## src/rtl/tqvp_multi_pwm.sv

```systemverilog
// tqvp_multi_pwm: multi-channel PWM peripheral. All channels share one 8-bit counter
// (up or up/down) driven by a programmable prescaler. Duty levels are double-buffered:
// LEVEL is the software-visible shadow and ACTIVE is loaded from it at period boundaries.
module tqvp_multi_pwm #(
    parameter int unsigned NUM_CH = 4  // 1..8 channels
) (
    input  logic       clk,
    input  logic       rst_n,
    input  logic [7:0] ui_in,
    output logic [7:0] uo_out,
    input  logic [3:0] address,
    input  logic       data_write,
    input  logic [7:0] data_in,
    output logic [7:0] data_out
);

    localparam logic [3:0] AddrTop    = 4'h8;
    localparam logic [3:0] AddrPresc  = 4'h9;
    localparam logic [3:0] AddrCtrl   = 4'hA;
    localparam logic [3:0] AddrPol    = 4'hB;
    localparam logic [3:0] AddrCount  = 4'hC;
    localparam logic [3:0] AddrStatus = 4'hD;

    localparam logic DirUp   = 1'b0;
    localparam logic DirDown = 1'b1;

    logic [7:0] level_q  [NUM_CH];
    logic [7:0] level_d  [NUM_CH];
    logic [7:0] active_q [NUM_CH];
    logic [7:0] active_d [NUM_CH];
    logic [7:0] top_q, top_d;
    logic [7:0] presc_q, presc_d;
    logic [1:0] ctrl_q, ctrl_d;  // [0] enable, [1] up/down mode
    logic [7:0] pol_q, pol_d;
    logic [7:0] count_q, count_d;
    logic [7:0] psc_q, psc_d;
    logic       dir_q, dir_d;
    logic       wrap_q, wrap_d;
    logic [7:0] uo_q, uo_d;

    logic en, updn, tick, boundary;

    // The input PMOD has no function in this block.
    logic unused_ui;
    assign unused_ui = ^ui_in;

    assign en     = ctrl_q[0];
    assign updn   = ctrl_q[1];
    assign uo_out = uo_q;

    // Next-state: register writes, prescaler, counter, double-buffer load and outputs.
    always_comb begin
        level_d  = level_q;
        active_d = active_q;
        top_d    = top_q;
        presc_d  = presc_q;
        ctrl_d   = ctrl_q;
        pol_d    = pol_q;
        count_d  = count_q;
        psc_d    = psc_q;
        dir_d    = dir_q;
        wrap_d   = wrap_q;
        uo_d     = 8'h00;
        tick     = 1'b0;
        boundary = 1'b0;

        if (data_write) begin
            case (address)
                AddrTop:    top_d   = data_in;
                AddrPresc:  presc_d = data_in;
                AddrCtrl:   ctrl_d  = data_in[1:0];
                AddrPol:    pol_d   = data_in;
                AddrStatus: if (data_in[0]) wrap_d = 1'b0;
                default:    ;
            endcase
            for (int unsigned i = 0; i < NUM_CH; i++) begin
                if (address == 4'(i)) level_d[i] = data_in;
            end
        end

        if (!en) begin
            // Idle: everything parked so enabling starts a clean period with fresh levels.
            psc_d    = 8'h00;
            count_d  = 8'h00;
            dir_d    = DirUp;
            active_d = level_q;
        end else begin
            if (psc_q == presc_q) begin
                psc_d = 8'h00;
                tick  = 1'b1;
            end else begin
                psc_d = psc_q + 8'd1;
            end

            if (!updn) dir_d = DirUp;

            if (tick) begin
                if (!updn) begin
                    if (count_q >= top_q) begin
                        count_d  = 8'h00;
                        boundary = 1'b1;
                    end else begin
                        count_d = count_q + 8'd1;
                    end
                end else if (top_q == 8'h00) begin
                    count_d  = 8'h00;
                    dir_d    = DirUp;
                    boundary = 1'b1;
                end else if (dir_q == DirUp) begin
                    if (count_q >= top_q) begin
                        dir_d   = DirDown;
                        count_d = top_q - 8'd1;
                    end else begin
                        count_d = count_q + 8'd1;
                    end
                end else if (count_q == 8'h00) begin
                    dir_d    = DirUp;
                    count_d  = 8'h01;
                    boundary = 1'b1;
                end else begin
                    count_d = count_q - 8'd1;
                end
            end

            // Loads the pre-write LEVEL, so a same-cycle write lands one period later.
            if (boundary) begin
                active_d = level_q;
                wrap_d   = 1'b1;
            end
        end

        for (int unsigned i = 0; i < NUM_CH; i++) begin
            uo_d[i] = en ? ((count_q < active_q[i]) ^ pol_q[i]) : pol_q[i];
        end
    end

    // State registers with synchronous active-low reset.
    always_ff @(posedge clk) begin
        if (!rst_n) begin
            for (int unsigned i = 0; i < NUM_CH; i++) begin
                level_q[i]  <= 8'h00;
                active_q[i] <= 8'h00;
            end
            top_q   <= 8'hFE;
            presc_q <= 8'h00;
            ctrl_q  <= 2'b01;
            pol_q   <= 8'h00;
            count_q <= 8'h00;
            psc_q   <= 8'h00;
            dir_q   <= DirUp;
            wrap_q  <= 1'b0;
            uo_q    <= 8'h00;
        end else begin
            level_q  <= level_d;
            active_q <= active_d;
            top_q    <= top_d;
            presc_q  <= presc_d;
            ctrl_q   <= ctrl_d;
            pol_q    <= pol_d;
            count_q  <= count_d;
            psc_q    <= psc_d;
            dir_q    <= dir_d;
            wrap_q   <= wrap_d;
            uo_q     <= uo_d;
        end
    end

    // Combinational read mux; unmapped and absent-channel addresses read 0.
    always_comb begin
        data_out = 8'h00;
        case (address)
            AddrTop:    data_out = top_q;
            AddrPresc:  data_out = presc_q;
            AddrCtrl:   data_out = {6'b0, ctrl_q};
            AddrPol:    data_out = pol_q;
            AddrCount:  data_out = count_q;
            AddrStatus: data_out = {7'b0, wrap_q};
            default:    ;
        endcase
        for (int unsigned i = 0; i < NUM_CH; i++) begin
            if (address == 4'(i)) data_out = level_q[i];
        end
    end

endmodule

```

## config.mk

```make
export PLATFORM = sky130hd
export DESIGN_NAME = tqvp_multi_pwm
export DESIGN_NICKNAME = d
export VERILOG_FILES = /design/src/rtl/tqvp_multi_pwm.sv
export SDC_FILE = /design/constraint.sdc
export NUM_CORES = 1
export LEC_CHECK = 0
export ABC_AREA = 1
export CAP_MARGIN = 20
export CORE_MARGIN = 8
export CORE_UTILIZATION = 50
export DETAILED_ROUTE_END_ITERATION = 8
export PLACE_DENSITY = 0.75
export SLEW_MARGIN = 20
export SYNTH_ARGS = -nofsm -noshare
export SYNTH_HDL_FRONTEND = slang
export SYNTH_SLANG_ARGS = --single-unit
export TNS_END_PERCENT = 100
```

## constraint.sdc

```tcl
create_clock -name clk -period 2 [get_ports clk]
set_input_delay 0.3 -clock clk [delete_from_list [all_inputs] [get_ports clk]]
set_output_delay 0.3 -clock clk [all_outputs]
set_load 0.03 [all_outputs]
```

==> metrics.md, run 1 <==
| Metric | Value |
|---|---|
| GRT Overall Usage | `22.40%` |
| Largest net degree at the start of global routing | `65` |
| Most Frequent Cell on Critical Path | `buf_4` |
| Final Instance Count excl. Fillers | `1214` |
| Slowest CP cell | `dfxtp_2` |
| Crit Path Class | `reg2out` |
| WHS | `0.4135 ns` |
| GP Congestion | `0.9398` |
| Worst path max stage delay | `0.36 ns` |
| Clk network pwr share | `29.6%` |
| Final core area utilization | `59.08%` |
| Die footprint | `17050 µm²` |
| Final HPWL from detailed placement | `13.64 mm` |
| IO Count | `39` |
| DRT antenna net count | `0` |
| Mapped Cells | `977` |
| Status | `finished clean` |
| Post-synthesis compound-gate area fraction | `14.81%` |
| Post-Synth XOR/XNOR Area | `1.735%` |
| Layout cell share with drive strength beyond 1 | `14.16%` |
| Fraction of the mapped netlist area in simple logic gates | `31.03%` |
| Net count, final | `1098` |
| Crit-path max FO | `5` |
| Slew HR | `55.82%` |
| First-pass GRT wire length | `29.79 mm` |
| NetSw | `2.247 mW` |
| Root buffer cell | `clkbuf_16` |
| Register share of total power | `38.6%` |
| Comb power frac | `31.8%` |
| Vias per cell | `5.443` |
| CTS buffer count | `9` |
| CTS tree | `done` |
| Tmin final | `1.938 ns` |
| DRT Pass-1 Iters | `5` |
| # hold bufs at CTS | `0` |
| CP top delay family | `buffers and inverters` |
| Pwr Density | `829.7 nW/µm²` |
| Static Leakage | `3.579 nW` |
| Max cap viols | `0` |
| Max Root-Sink Buffers | `2` |
| Post-synthesis sequential area ratio | `34.16%` |
| Critical Path RT | `1.70 ns` |
| Worst slew pin tran | `0.6628 ns` |
| Core area | `13030 µm²` |
| Post-Synth Adder-Cell Area | `8.006%` |
| Diode count | `0` |
| Main synth FF type | `dfxtp_1` |
| FFs w/ async S/R, synth | `0%` |
| Final setup fails | `0` |
| Routed wire per std cell | `15.28 µm` |
| Crit path cell chain | `inv_2 -> buf_4 -> o22ai_1 -> nor2_1 -> o21ai_1 -> a21oi_1 -> nand3_1 -> buf_4` |
| Vias | `6608` |
| Number of global-route vias before repair | `5885` |
| Internal power | `4.141 mW` |
| DRC Markers | `0` |
| WP buf/inv | `3` |
| VDD IR max | `498.5 µV` |
| Highest Clock Rate | `0.5159 GHz` |
| Clock skew | `0.007879 ns` |
| Post-synth EDFFs | `0` |
| Switching part of the total | `35.18%` |
| Drt first-iter violations | `661` |
| Drt total wl | `18.54 mm` |
| Placed cell count | `1197` |
| Row count | `42` |
| Final period util | `96.92%` |
| Critical path capture point type | `output port` |
| Initial antenna violation count | `0` |
| Yosys warnings | `0` |
| WP data arrival | `1.64 ns` |
| Synth unique cells | `34` |
| Pwr Total | `6.388 mW` |
| Pins Over Slew Limit | `0` |
| Die H | `130.6 µm` |
| Die Wd | `130.6 µm` |
| Post-synth top area share | `34.16%` |
| Initial core utilization | `50.36%` |
| Port bufs | `26` |
| Mux share of post-synthesis cell area | `0%` |
| Seq cells post-synth | `112` |
| Area grow syn2layout | `17.31%` |
| Largest cells by area after synthesis | `dfxtp_1, nand2_1, a21oi_1` |
| Clk sinks | `112` |
| Clock transition at the registers of the reported paths | `0.07 ns` |
| H-tree Lvls | `3` |
| Mean Syn Cell Area | `6.718 µm²` |
| Area leader, netlist | `dfxtp_1` |
| Largest family of logic cells by synthesized area | `simple AND/OR/NAND/NOR gates` |
| Worst hold path type | `in2reg` |
| RSZ-0062 raised after global routing | `yes` |
| CP startpoint kind | `flip-flop` |
| Mapped Area | `6564 µm²` |
| Fin. Hold Viols | `0` |
| Clock Latency Late Sink | `0.36 ns` |
| GR Overflow Total | `0` |
tightest hold or removal path, delay by kind of cell:
family / cells / cell delay, ns
buffers and inverters: 2 / 0.34
AOI/OAI and AO/OA: 1 / 0.08
final timing paths:
path / startpoint / endpoint / slack (ns) / cells after the start
setup / recovery: count_q[5]$_SDFFE_PN0P_ / data_out[5] / 0.06 / 8
hold / removal: rst_n / ctrl_q[0]$_SDFFE_PN1P_ / 0.41 / 3
setup reg to reg: top_q[6]$_SDFFE_PN1P_ / active_q[20]$_SDFFE_PN0P_ / 0.10 / 10
hold reg to reg: pol_q[5]$_SDFFE_PN0P_ / pol_q[5]$_SDFFE_PN0P_ / 0.47 / 2
state kept, by name (all words and copies together) (netlist names):
signal / count
uo_out: 4
dir_q: 1
ctrl_q: 2
wrap_q: 1
psc_q: 8
level_q: 32
presc_q: 8
top_q: 8
count_q: 8
pol_q: 8
active_q: 32
cell families after synthesis:
kind of cell,count (synthesis)
simple gates,464
fa+ha+maj,42
compound gates,181
xor+xnor,13
other cells,1
buf+inv,164
flops,112
cells in the mapped netlist (2+ instances only):
cell type and count:
dfxtp_1 112, nand2_1 239, nand4_1 13, o31ai_1 2
inv_2 10, nand3_2 11, o21ai_0 40, buf_4 5
o22ai_1 5, nor2_4 2, nor3b_1 2, a21oi_1 115
nor3_1 5, nand3b_1 2, buf_2 10, ha_1 42
a211oi_1 4, buf_6 3, nor2_2 4, buf_1 5
nor2_1 81, clkbuf_1 25, nand3_1 101, nand2_2 2
o211ai_1 7, inv_1 106, o2111ai_1 5, xor2_1 13
power by group through the flow:
stage | Clock, mW | Combinational [mW] | Sequential, mW
global placement | 0 | 1.95 | 2.51
finish | 1.89 | 2.03 | 2.46
CTS | 1.91 | 2.01 | 2.46
floorplan | 0 | 1.24 | 2.61
detailed placement | 0 | 1.99 | 2.51
global route | 1.99 | 2.31 | 2.48
per-stage QoR:
| stage | area (µm²) | setup WS (ns) | setup TNS [ns] |
|---|---|---|---|
| final | 7700 | 0.06168 | 0 |
| after global routing | 7700 | -0.008177 | -0.01409 |
| after CTS | 7650 | 0.01758 | 0 |
| after detailed placement | 7321 | -0.3290 | -5.009 |
| after global placement | 7321 | -0.3235 | -4.578 |
| after floorplan | 6575 | 0.08089 | 0 |
per-layer routing:
| layer | wire length, µm | up-vias | GRT usage, % |
|---|---|---|---|
| met5 | 0 | - | 0 |
| met4 | 479 | 0 | 7.765 |
| met3 | 1333 | 41 | 4.343 |
| met2 | 8143 | 248 | 34.28 |
| met1 | 8588 | 3017 | 30.79 |
| li1 | - | 3302 | - |
cells in the final DEF, fill, tap and decap left out, types with 2 or more instances in the layout:
| cell type | n |
|---|---|
| a21oi_2 | 2 |
| o2111ai_1 | 5 |
| buf_12 | 4 |
| o22ai_1 | 5 |
| clkdlybuf4s50_1 | 13 |
| a211oi_1 | 4 |
| nor3b_1 | 2 |
| clkbuf_16 | 9 |
| buf_4 | 63 |
| o31ai_1 | 2 |
| buf_6 | 5 |
| ha_1 | 41 |
| xor2_1 | 13 |
| o21ai_0 | 38 |
| nand2_2 | 3 |
| inv_1 | 99 |
| o211ai_1 | 7 |
| nand3_2 | 11 |
| a21oi_1 | 113 |
| clkinv_2 | 3 |
| nand2_1 | 237 |
| nand3b_1 | 2 |
| dfxtp_1 | 105 |
| conb_1 | 4 |
| clkbuf_2 | 3 |
| nor2_2 | 8 |
| o21ai_1 | 2 |
| nand4_1 | 13 |
| nor2_1 | 75 |
| nor3_1 | 5 |
| inv_2 | 17 |
| nand3_1 | 101 |
| nor2_4 | 4 |
| dfxtp_2 | 7 |
timing repair:
item                                    CTS  global route
resized for setup                        18            26
gates cloned                              0             0
pin swaps                                 2             4
endpoints found under the hold margin     0             0
endpoints found under the setup margin    8            21
buffers inserted                          0             1
final cells by class:
type	count	area, µm²
clock buffer	9	225.2
timing repair buffer	90	768.2
tap	176	220.2
multi-input combinational	704	3719
inverter	116	435.4
clock inverter	7	81.33
sequential	112	2251
fill	1270	5333
Note: power is estimated with default switching activity, not from simulation.
==> run 2: changes to the inputs <==
Settings changed: ABC_AREA 1 to not set.
Clock period 2 ns to 1.55 ns, I/O delays scaled along.
==> run 2 against run 1 <==
  * The run now ends with setup timing left
  * Non-clock buffer count increased by 133
  * Design area increased by 32%
  * Clock power increased by 29%
  * Combinational power increased by 6%
  * Critical path depth increased by 1
  * Die area increased by 3.8%
  * Area after synthesis increased by 4.3%
  * Hold slack got worse by 0.082 ns
  * Highest routed layer unchanged
  * Core utilization increased by 17 points
  * Largest cell class unchanged
==> metrics.md, run 2 <==
| Metric | Value |
|---|---|
| Final Instance Count excl. Fillers | `1183 (-2.6%)` |
| Mapped Cells | `820 (-16%)` |
| Initial antenna violation count | `0 (unchanged)` |
| Final period util | `149.2%` |
| Core area | `13300 µm² (+2.0%)` |
| Mean Syn Cell Area | `8.348 µm² (+24%)` |
| Die H | `133.0 µm (+1.9%)` |
| Hold EP | `count_q[2]$_SDFFE_PN0P_` |
| Main synth FF type | `dfxtp_1` |
| Slowest CP cell | `or4_4` |
| Drt total wl | `25.21 mm (+36%)` |
| Area leader, netlist | `dfxtp_1` |
| Commonest cells after routing, fill and taps aside | `buf_4, nand2_1, dfxtp_1, mux2i_1, nor2b_1` |
| IO Count | `39 (unchanged)` |
| Worst slew pin tran | `0.4987 ns (-0.1641 ns)` |
| Static Leakage | `4.274 nW (+19%)` |
| H-tree Lvls | `3 (unchanged)` |
| Final setup fails | `62 (+62)` |
| Reg2reg start | `top_q[4]$_SDFFE_PN1P_` |
| Synth unique cells | `64 (+88%)` |
| Diode count | `0 (unchanged)` |
| Count leader, synth | `nand2_1` |
| GRT Overall Usage | `25.55% (+3.1 points)` |
| Number of global-route vias before repair | `6634 (+13%)` |
| Pwr Density | `749.0 nW/µm² (-9.7%)` |
| Routed wire per std cell | `21.31 µm (+40%)` |
| DRT Pass-1 Iters | `5 (unchanged)` |
| Post-Place Setup Slack | `-0.9786 ns (-0.6496 ns)` |
| Largest cells by area after synthesis | `dfxtp_1, mux2i_1, ha_1` |
| Crit-path max FO | `8 (+3)` |
| Row count | `42 (unchanged)` |
| Max cap viols | `0 (unchanged)` |
| Vias per cell | `6.021 (+11%)` |
| Tmin final | `2.313 ns` |
| Post-synth top area share | `32.75% (-1.4 points)` |
| CTS buffer count | `9 (unchanged)` |
| WP data arrival | `2.60 ns (+0.96 ns)` |
| Layout cell share with drive strength beyond 1 | `36.74% (+23 points)` |
| Biggest regs | `active_q x32, level_q x32` |
| Reg-to-reg slack, setup | `-0.76 ns (-0.86 ns)` |
| Port bufs | `26 (unchanged)` |
| RSZ-0062 raised after global routing | `yes` |
| Fin Setup TNS | `-32.58 ns (-32.58 ns)` |
| Seq cells post-synth | `112 (unchanged)` |
| Clock transition at the registers of the reported paths | `0.08 ns (about the same)` |
| Net count, final | `1067 (-2.8%)` |
| Critical path capture point type | `flip-flop` |
| Final HPWL from detailed placement | `14.51 mm (+6.4%)` |
| Max Root-Sink Buffers | `2 (unchanged)` |
| GP Congestion | `0.9108 (-3.1%)` |
| Hold Crit Depth | `3 (unchanged)` |
| CTS tree | `done` |
| Pwr Total | `7.596 mW (+19%)` |
| Clock skew | `0.01405 ns (+0.006167 ns)` |
| Crit path cell chain | `buf_6 -> or4_4 -> o41ai_4 -> a21o_4 -> nand2_2 -> o21a_4 -> buf_12 -> buf_16 -> mux2i_1` |
| Worst path max stage delay | `0.54 ns (+0.18 ns)` |
| Worst R2R End | `active_q[16]$_SDFFE_PN0P_` |
| DRC Markers | `0 (unchanged)` |
| GR Overflow Total | `0 (unchanged)` |
| VDD IR max | `666.0 µV (+34%)` |
| Root buffer cell | `clkbuf_16` |
| Initial core utilization | `51.49% (+1.1 points)` |
| Worst hold path type | `in2reg` |
| Die Wd | `133.0 µm (+1.9%)` |
| Pins Over Slew Limit | `0 (unchanged)` |
| Final worst slack | `-0.7632 ns (-0.8248 ns)` |
| Die footprint | `17690 µm² (+3.8%)` |
| Mapped Area | `6845 µm² (+4.3%)` |
| Highest Clock Rate | `0.4323 GHz` |
| Area grow syn2layout | `48.15%` |
| # hold bufs at CTS | `0 (unchanged)` |
| First-pass GRT wire length | `35.72 mm (+20%)` |
| Post-synthesis sequential area ratio | `32.75% (-1.4 points)` |
| Drt first-iter violations | `778 (+18%)` |
| Fin. Hold Viols | `0 (unchanged)` |
| Yosys warnings | `0 (unchanged)` |
| Most common cell after layout, fill and taps aside | `buf_4` |
| Status | `finished, violations left` |
| Clk sinks | `112 (unchanged)` |
| Failing checks | `setup timing` |
| Crit Path Class | `reg2reg` |
| Most frequent cells after synthesis | `nand2_1, dfxtp_1, mux2i_1, nor2_1, nor2b_1` |
| HP Start | `rst_n` |
| Largest net degree at the start of global routing | `81 (+25%)` |
| Clock Latency Late Sink | `0.37 ns (about the same)` |
| CP startpoint kind | `flip-flop` |
| Placed cell count | `1113 (-7.0%)` |
| Vias | `7123 (+7.8%)` |
| R2R depth | `9 (-1)` |
| Slew HR | `66.65% (+11 points)` |
| Post-synth EDFFs | `0 (unchanged)` |
| DRT antenna net count | `0 (unchanged)` |
| Critical Path RT | `1.84 ns (+0.14 ns)` |
| FFs w/ async S/R, synth | `0% (unchanged)` |
-- run 2: cell count changes in the layout (fill, tap and decap cells not counted), moves of 59 or more --
cell     change
nand3_1     -68
a21oi_1    -104
buf_4       +81
nand2_1    -120
mux2i_1     +75
inv_1       -59
-- run 2: worst max path at each step --
stage                             from                   endpoint  slack [ns]  depth (start not counted)
2_1_floorplan  count_q[0]$_SDFFE_PN0P_   active_q[0]$_SDFFE_PN0P_       -0.57                         11
3_3_place_gp                address[0]                data_out[0]        -1.0                          8
3_5_place_dp                address[0]                data_out[0]       -0.98                          9
4_1_cts        count_q[0]$_SDFFE_PN0P_    count_q[7]$_SDFFE_PN0P_       -0.68                          9
5_1_grt          top_q[4]$_SDFFE_PN1P_  active_q[16]$_SDFFE_PN0P_       -0.79                          9
6_report         top_q[4]$_SDFFE_PN1P_  active_q[16]$_SDFFE_PN0P_       -0.76                          9
-- run 2: kinds of logic after synthesis --
family | count (synthesis) | synth area share [%]
muxes | 87 | 12.94
DFF | 112 | 32.75
xor gates and xnor gates | 26 | 3.327
other | 1 | 0.05478
adders and majority gates | 42 | 7.677
and+or+nand+nor | 320 | 22.76
AOI/OAI and AO/OA | 134 | 13.82
buffers and inverters | 98 | 6.671
-- run 2: layer usage --
layer | GRT usage (%) | share of wire (%)
met1 | 32.24 | 40
met2 | 40.33 | 47
met3 | 4.845 | 8.2
met4 | 13.75 | 5.1
met5 | 0 | 0
-- run 2: worst max-delay path, delay by kind of cell, from the launching register on --
| family | cells | cell delay [ns] |
|---|---|---|
| buffers and inverters | 3 | 0.39 |
| muxes | 1 | 0.19 |
| DFF | 1 | 0.33 |
| AOI/OAI and AO/OA | 3 | 0.71 |
| and+or+nand+nor | 2 | 0.61 |
-- run 2: cell type report --
cell class / instances / area [µm²]
Multi-Input combinational cell: 613 / 5011
Fill cell: 802 / 3154
Sequential cell: 112 / 2281
Timing Repair Buffer: 223 / 2165
Clock buffer: 9 / 225.2
Tap cell: 176 / 220.2
Inverter: 43 / 166.4
Clock inverter: 7 / 72.57
-- run 2: repair_timing --
item                       CTS  global route
gates cloned                 4             1
pin swaps                   52            36
setup endpoints to repair  116            71
gates resized for setup    173            84
setup buffers               39            13
-- run 2: through the flow --
| stage | utilization (%) | hold WS [ns] | instance area (µm²) |
|---|---|---|---|
| after global placement | 62.86 | 0.4445 | 8358 |
| after floorplan | - | 0.3709 | 7134 |
| after detailed placement | 62.86 | 0.4510 | 8358 |
| after CTS | 72.81 | 0.3164 | 9681 |
| final | 76.28 | 0.3318 | 10140 |
| after global routing | 76.28 | 0.3528 | 10140 |
-- run 2: power breakdown --
| group | switching, mW | internal, mW | total (mW) |
|---|---|---|---|
| Clock | 1.28 | 1.15 | 2.44 |
| Sequential | 0.0624 | 2.95 | 3.01 |
| Combinational | 1.11 | 1.03 | 2.15 |
==> RTL change 1: new RTL, flow settings as in run 1 <==
Register the inputs `ui_in`, `address`, `data_write` and `data_in` before use, without a reset. The logic sees them one clock later.
--- a/src/rtl/tqvp_multi_pwm.sv
+++ b/src/rtl/tqvp_multi_pwm.sv
@@ -24,6 +24,18 @@
     localparam logic DirUp   = 1'b0;
     localparam logic DirDown = 1'b1;
 
+    logic [7:0] ui_q;
+    logic [3:0] address_q;
+    logic data_write_q;
+    logic [7:0] data_q;
+
+    always_ff @(posedge clk) begin
+        ui_q         <= ui_in;
+        address_q    <= address;
+        data_write_q <= data_write;
+        data_q       <= data_in;
+    end
+
     logic [7:0] level_q  [NUM_CH];
     logic [7:0] level_d  [NUM_CH];
     logic [7:0] active_q [NUM_CH];
@@ -42,7 +54,7 @@
 
     // The input PMOD has no function in this block.
     logic unused_ui;
-    assign unused_ui = ^ui_in;
+    assign unused_ui = ^ui_q;
 
     assign en     = ctrl_q[0];
     assign updn   = ctrl_q[1];
@@ -64,17 +76,17 @@
         tick     = 1'b0;
         boundary = 1'b0;
 
-        if (data_write) begin
-            case (address)
-                AddrTop:    top_d   = data_in;
-                AddrPresc:  presc_d = data_in;
-                AddrCtrl:   ctrl_d  = data_in[1:0];
-                AddrPol:    pol_d   = data_in;
-                AddrStatus: if (data_in[0]) wrap_d = 1'b0;
+        if (data_write_q) begin
+            case (address_q)
+                AddrTop:    top_d   = data_q;
+                AddrPresc:  presc_d = data_q;
+                AddrCtrl:   ctrl_d  = data_q[1:0];
+                AddrPol:    pol_d   = data_q;
+                AddrStatus: if (data_q[0]) wrap_d = 1'b0;
                 default:    ;
             endcase
             for (int unsigned i = 0; i < NUM_CH; i++) begin
-                if (address == 4'(i)) level_d[i] = data_in;
+                if (address_q == 4'(i)) level_d[i] = data_q;
             end
         end
 
@@ -168,7 +180,7 @@
     // Combinational read mux; unmapped and absent-channel addresses read 0.
     always_comb begin
         data_out = 8'h00;
-        case (address)
+        case (address_q)
             AddrTop:    data_out = top_q;
             AddrPresc:  data_out = presc_q;
             AddrCtrl:   data_out = {6'b0, ctrl_q};
@@ -178,7 +190,7 @@
             default:    ;
         endcase
         for (int unsigned i = 0; i < NUM_CH; i++) begin
-            if (address == 4'(i)) data_out = level_q[i];
+            if (address_q == 4'(i)) data_out = level_q[i];
         end
     end
 
Behaviour: not the same (a bounded check fails within 4 cycles, from zero or initial values and one cycle with rst_n low).
==> RTL change 1 against run 1 <==
The run now ends with negative setup slack left; setup slack worse by 150 ps; core utilization is 3.4 points higher; critical endpoint is now data_out[6]; sequential share of layout area is 0.12 points higher; sequential cell count is 13 higher; critical path type unchanged; synthesized area is 5.8% higher; cell area is 11% higher; highest routed layer unchanged; via count is 3.5% higher; total power is 27% higher; routed wire length is 7.3% higher.
==> RTL change 1: results <==
[place]
gp_congestion = 0.899
dp_hpwl_mm = 13.3
place_inst = 1202

[logic_synthesis]
syn_inst = 987
yosysSeqAreaShare_pct = 36.0
yosys-top-cells-area = dfxtp_1 (36%), nand2_1 (12%), a21oi_1 (8.1%), ha_1 (7.6%), inv_1 (6.3%)

[outcome]
status = finished with violations
violations = negative setup slack

[detailed_routing]
vias_per_cell = 5.49
wl_per_cell_um = 16.0
via_count = 6839
drt-pass1-iter-count = 8

[clock_network]
cts_buffers = 17
h-tree-depth = 4
worstSkewPairLatency_ps = 420

[power_and_ir_drop]
leakage_nw = 3.95
power.internal_mw = 5.46

[global_route]
grt_pass1_vias = 6106
grt_pass1_wl_mm = 31.1

[timing]
setup_ws_ps = -92.2
setup_viol_count_final = 28
worst_clock_skew_ps = 4.67

[final_layout]
fillers = 1185
nets = 1118

[setup_path]
cp_slowest_cell = dfxtp_4
path_max_fanout = 6
[RTL change 1: power groups by stage]
stage,clock (mW),combinational (mW),sequential (mW)
CTS,3.26,2.06,2.75
finish,3.24,2.10,2.75
global route,3.36,2.36,2.76
detailed placement,0,1.98,2.80
global placement,0,1.93,2.80
floorplan,0,1.28,2.89
[RTL change 1: repair_timing]
action                     4_1_cts  5_1_grt
cloned                           0        1
buffers inserted                 7        4
pin swaps                       12        8
gates resized for setup         60       20
setup endpoints to repair        8       50
[RTL change 1: layer usage]
metal	routed length (um)	vias up	GRT usage [%]
met5	0	-	0
met4	894	0	10.7
met3	1700	75	4.60
met2	8770	300	32.8
met1	8540	3092	28.9
li1	-	3372	-
[RTL change 1: path summary, 6_finish.rpt]
| check | from | slack (ps) | to | cells past startpoint |
|---|---|---|---|---|
| min | address[2] | 310 | address_q[2]$_DFF_P_ | 1 |
| max | address_q[1]$_DFF_P_ | -90 | data_out[6] | 8 |
| max reg2reg | top_q[3]$_SDFFE_PN1P_ | -50 | active_q[5]$_SDFFE_PN0P_ | 14 |
| min reg2reg | pol_q[7]$_SDFFE_PN0P_ | 460 | pol_q[7]$_SDFFE_PN0P_ | 2 |
[RTL change 1: cells by family after synthesis]
family	Yosys count	synth area share, %
adders and majority gates	42	7.57
DFF	125	36.0
buffers and inverters	173	10.7
xor gates and xnor gates	10	1.26
and+or+nand+nor	435	28.7
other	1	0.0540
AOI/OAI and AO/OA	201	15.7
[RTL change 1: area by class of cell]
cell class                 instances  area, um^2  area share [%]
clock inverter                    14         180            2.10
inverter                         132         503            5.87
timing repair buffer              85         782            9.12
multi-input combinational        692        3930            45.8
tap                              180         225            2.63
clock buffer                      18         439            5.12
sequential                       125        2520            29.4
[RTL change 1: critical path, delay by kind of cell, from the launching register on]
family                 cells  cell delay, ps
AOI/OAI and AO/OA          1             100
buffers and inverters      3             340
and+or+nand+nor            4             560
DFF                        1             370
[RTL change 1: per-stage QoR]
stage / hold slack [ps] / setup TNS, ps / utilization [%] / area, um^2 / worst slack (ps)
2_1_floorplan: 328 / 0 / - / 6950 / 116
6_report: 310 / -930 / 62.5 / 8570 / -92.2
5_1_grt: 303 / -5120 / 62.5 / 8570 / -187
4_1_cts: 301 / -565 / 61.6 / 8450 / -119
3_5_place_dp: 446 / 0 / 55.1 / 7560 / 40.8
3_3_place_gp: 440 / 0 / 55.1 / 7560 / 44.4
==> RTL change 2: new RTL, settings of run 1 <==
Without the edit above. Change the parameter `NUM_CH` from 4 to 8.
--- a/src/rtl/tqvp_multi_pwm.sv
+++ b/src/rtl/tqvp_multi_pwm.sv
@@ -2,7 +2,7 @@
 // (up or up/down) driven by a programmable prescaler. Duty levels are double-buffered:
 // LEVEL is the software-visible shadow and ACTIVE is loaded from it at period boundaries.
 module tqvp_multi_pwm #(
-    parameter int unsigned NUM_CH = 4  // 1..8 channels
+    parameter int unsigned NUM_CH = 8  // 1..8 channels
 ) (
     input  logic       clk,
     input  logic       rst_n,
Formal check against the unedited RTL: not equivalent (a bounded check fails within 4 cycles, from zero or initial values and one cycle with rst_n low).
==> RTL change 2 against run 1 <==
The run now ends with negative setup slack left; largest power group is now combinational cells; critical endpoint is now data_out[6]; highest routed layer unchanged; synthesized area grew 60%; total power rose by 82%; cell area is 79% higher; register-to-register slack worse by 300 ps; sequential cell count rose by 68; setup slack lost 280 ps; routed wire length up 110%; non-clock buffer count is 117 higher.
==> RTL change 2: results <==
[outcome]
status = finished with violations
violations = negative setup slack

[timing]
worstMarginPinSlew_ps = 761
setup_ws_ps = -217
worst_clock_skew_ps = 15.6
setup_viol_count_final = 74

[detailed_routing]
drt-pass1-iter-count = 5
initialDrtViolationCount = 1274
vias_per_cell = 5.74
via_count = 11100
postRouteWirelength_mm = 38.2

[logic_synthesis]
synth-adder-area-share_pct = 8.22
synth_xor_area_share_pct = 0.834
syn_inst = 1496
syn-num-nets = 1588
synth_compound_area_share_pct = 11.6
yosys-top-cells-area = dfxtp_1 (34%), nand2_1 (13%), ha_1 (8.2%), nor2_1 (6.9%), a21oi_1 (6.3%)
yosysSeqAreaShare_pct = 34.3
synth_cell_type_count = 42
synthTopCellsByCount = nand2_1 (370), nor2_1 (192), dfxtp_1 (180)

[clock_network]
worstSkewPairLatency_ps = 440
h-tree-depth = 4
cts_buffers = 17

[final_layout]
diodes = 0
nets = 1742
reg_top3 = active_q x64, level_q x64
drive_gt1_share_pct = 28.4

[power_and_ir_drop]
ir_drop_mv = 0.621
leakage_nw = 6.34

[place]
gp_congestion = 0.996
place_inst = 1848
numPortBuffers = 30
dp_hpwl_mm = 23.7

[global_route]
grt_pass1_vias = 10400
antenna_found_initial = 1
grt.total_usage_pct = 27.4
grt_max_degree = 56
grt_pass1_wl_mm = 56.5

[worst_hold_path]
min_path_type = in2reg

[setup_path]
cp_data_arrival_time_ps = 1920
path_max_fanout = 2
RTL change 2: cell count changes in the layout (fill, tap and decap cells not counted), sizes merged, moves of 7 or more:
cell,change
o21ai,+26
buf,+114
ha,+27
nand3,+59
nand4,+7
clkbuf,+12
nor2,+113
nand2,+131
a21oi,+18
dfxtp,+68
inv,+43
RTL change 2: stage by stage:
step                TNS (ps)  area [um^2]  power [mW]  setup slack [ps]
finish                 -9250        13800        11.6              -217
global route          -13490        13800        12.2              -311
CTS                    -6220        13100        11.2              -179
detailed placement    -21220        11600        7.53              -676
global placement      -15350        11600        7.43              -624
floorplan                  0        10500        6.32              28.9
RTL change 2: per-layer routing:
layer  up-vias  GRT usage (%)  wire, um
li1       5159              -         -
met5         -              0         0
met2       582           43.3     17700
met1      5221           35.3     15300
met4         0           14.9      2000
met3       150           4.35      3280
RTL change 2: final cells by class:
| cell class | count | area [um^2] |
|---|---|---|
| Clock buffer | 20 | 447 |
| Clock inverter | 11 | 120 |
| Fill cell | 1700 | 7040 |
| Inverter | 157 | 638 |
| Multi-Input combinational cell | 1086 | 6480 |
| Sequential cell | 180 | 3640 |
| Tap cell | 275 | 344 |
| Timing Repair Buffer | 207 | 2100 |
| Timing Repair inverter | 1 | 8.76 |
RTL change 2: critical path: stages (launching register included):
cell     delay [ps]
dfxtp_2         340
inv_4            80
buf_6           110
o21ai_2          40
nor2_1          120
nand3_1         100
nor2_2          110
nand3_1          90
nor2_2          160
nand3_2         150
buf_6           170
RTL change 2: final timing paths:
check / start / to / slack, ps / depth (start not counted)
worst min-delay path: rst_n / active_q[59]$_SDFFE_PN0P_ / 270 / 3
worst max-delay path: top_q[6]$_SDFFE_PN1P_ / data_out[6] / -220 / 10
worst max register to register: count_q[6]$_SDFFE_PN0P_ / active_q[45]$_SDFFE_PN0P_ / -200 / 14
worst min register to register: level_q[34]$_SDFFE_PN0P_ / active_q[34]$_SDFFE_PN0P_ / 480 / 2
RTL change 2: logic make-up (layout without fill, tap and decap cells):
logic type / count (synthesis) / after routing
buffers and inverters: 230 / 396
AO/OA/AOI/OAI: 227 / 227
adder cells (fa/ha/maj): 69 / 69
XOR/XNOR: 10 / 10
flip-flops: 180 / 180
AND/OR/NAND/NOR: 780 / 780
RTL change 2: power by group:
group	internal (mW)	switching (mW)
Clock	1.78	1.57
Sequential	3.83	0.136
Combinational	1.76	2.57
Total	7.37	4.27
RTL change 2: what timing repair did:
action,in CTS,in global routing
pin swaps,48,106
cloned,10,4
resized for setup,171,171
endpoints found under the hold margin,0,0
setup endpoints to repair,72,86
buffers inserted,41,13
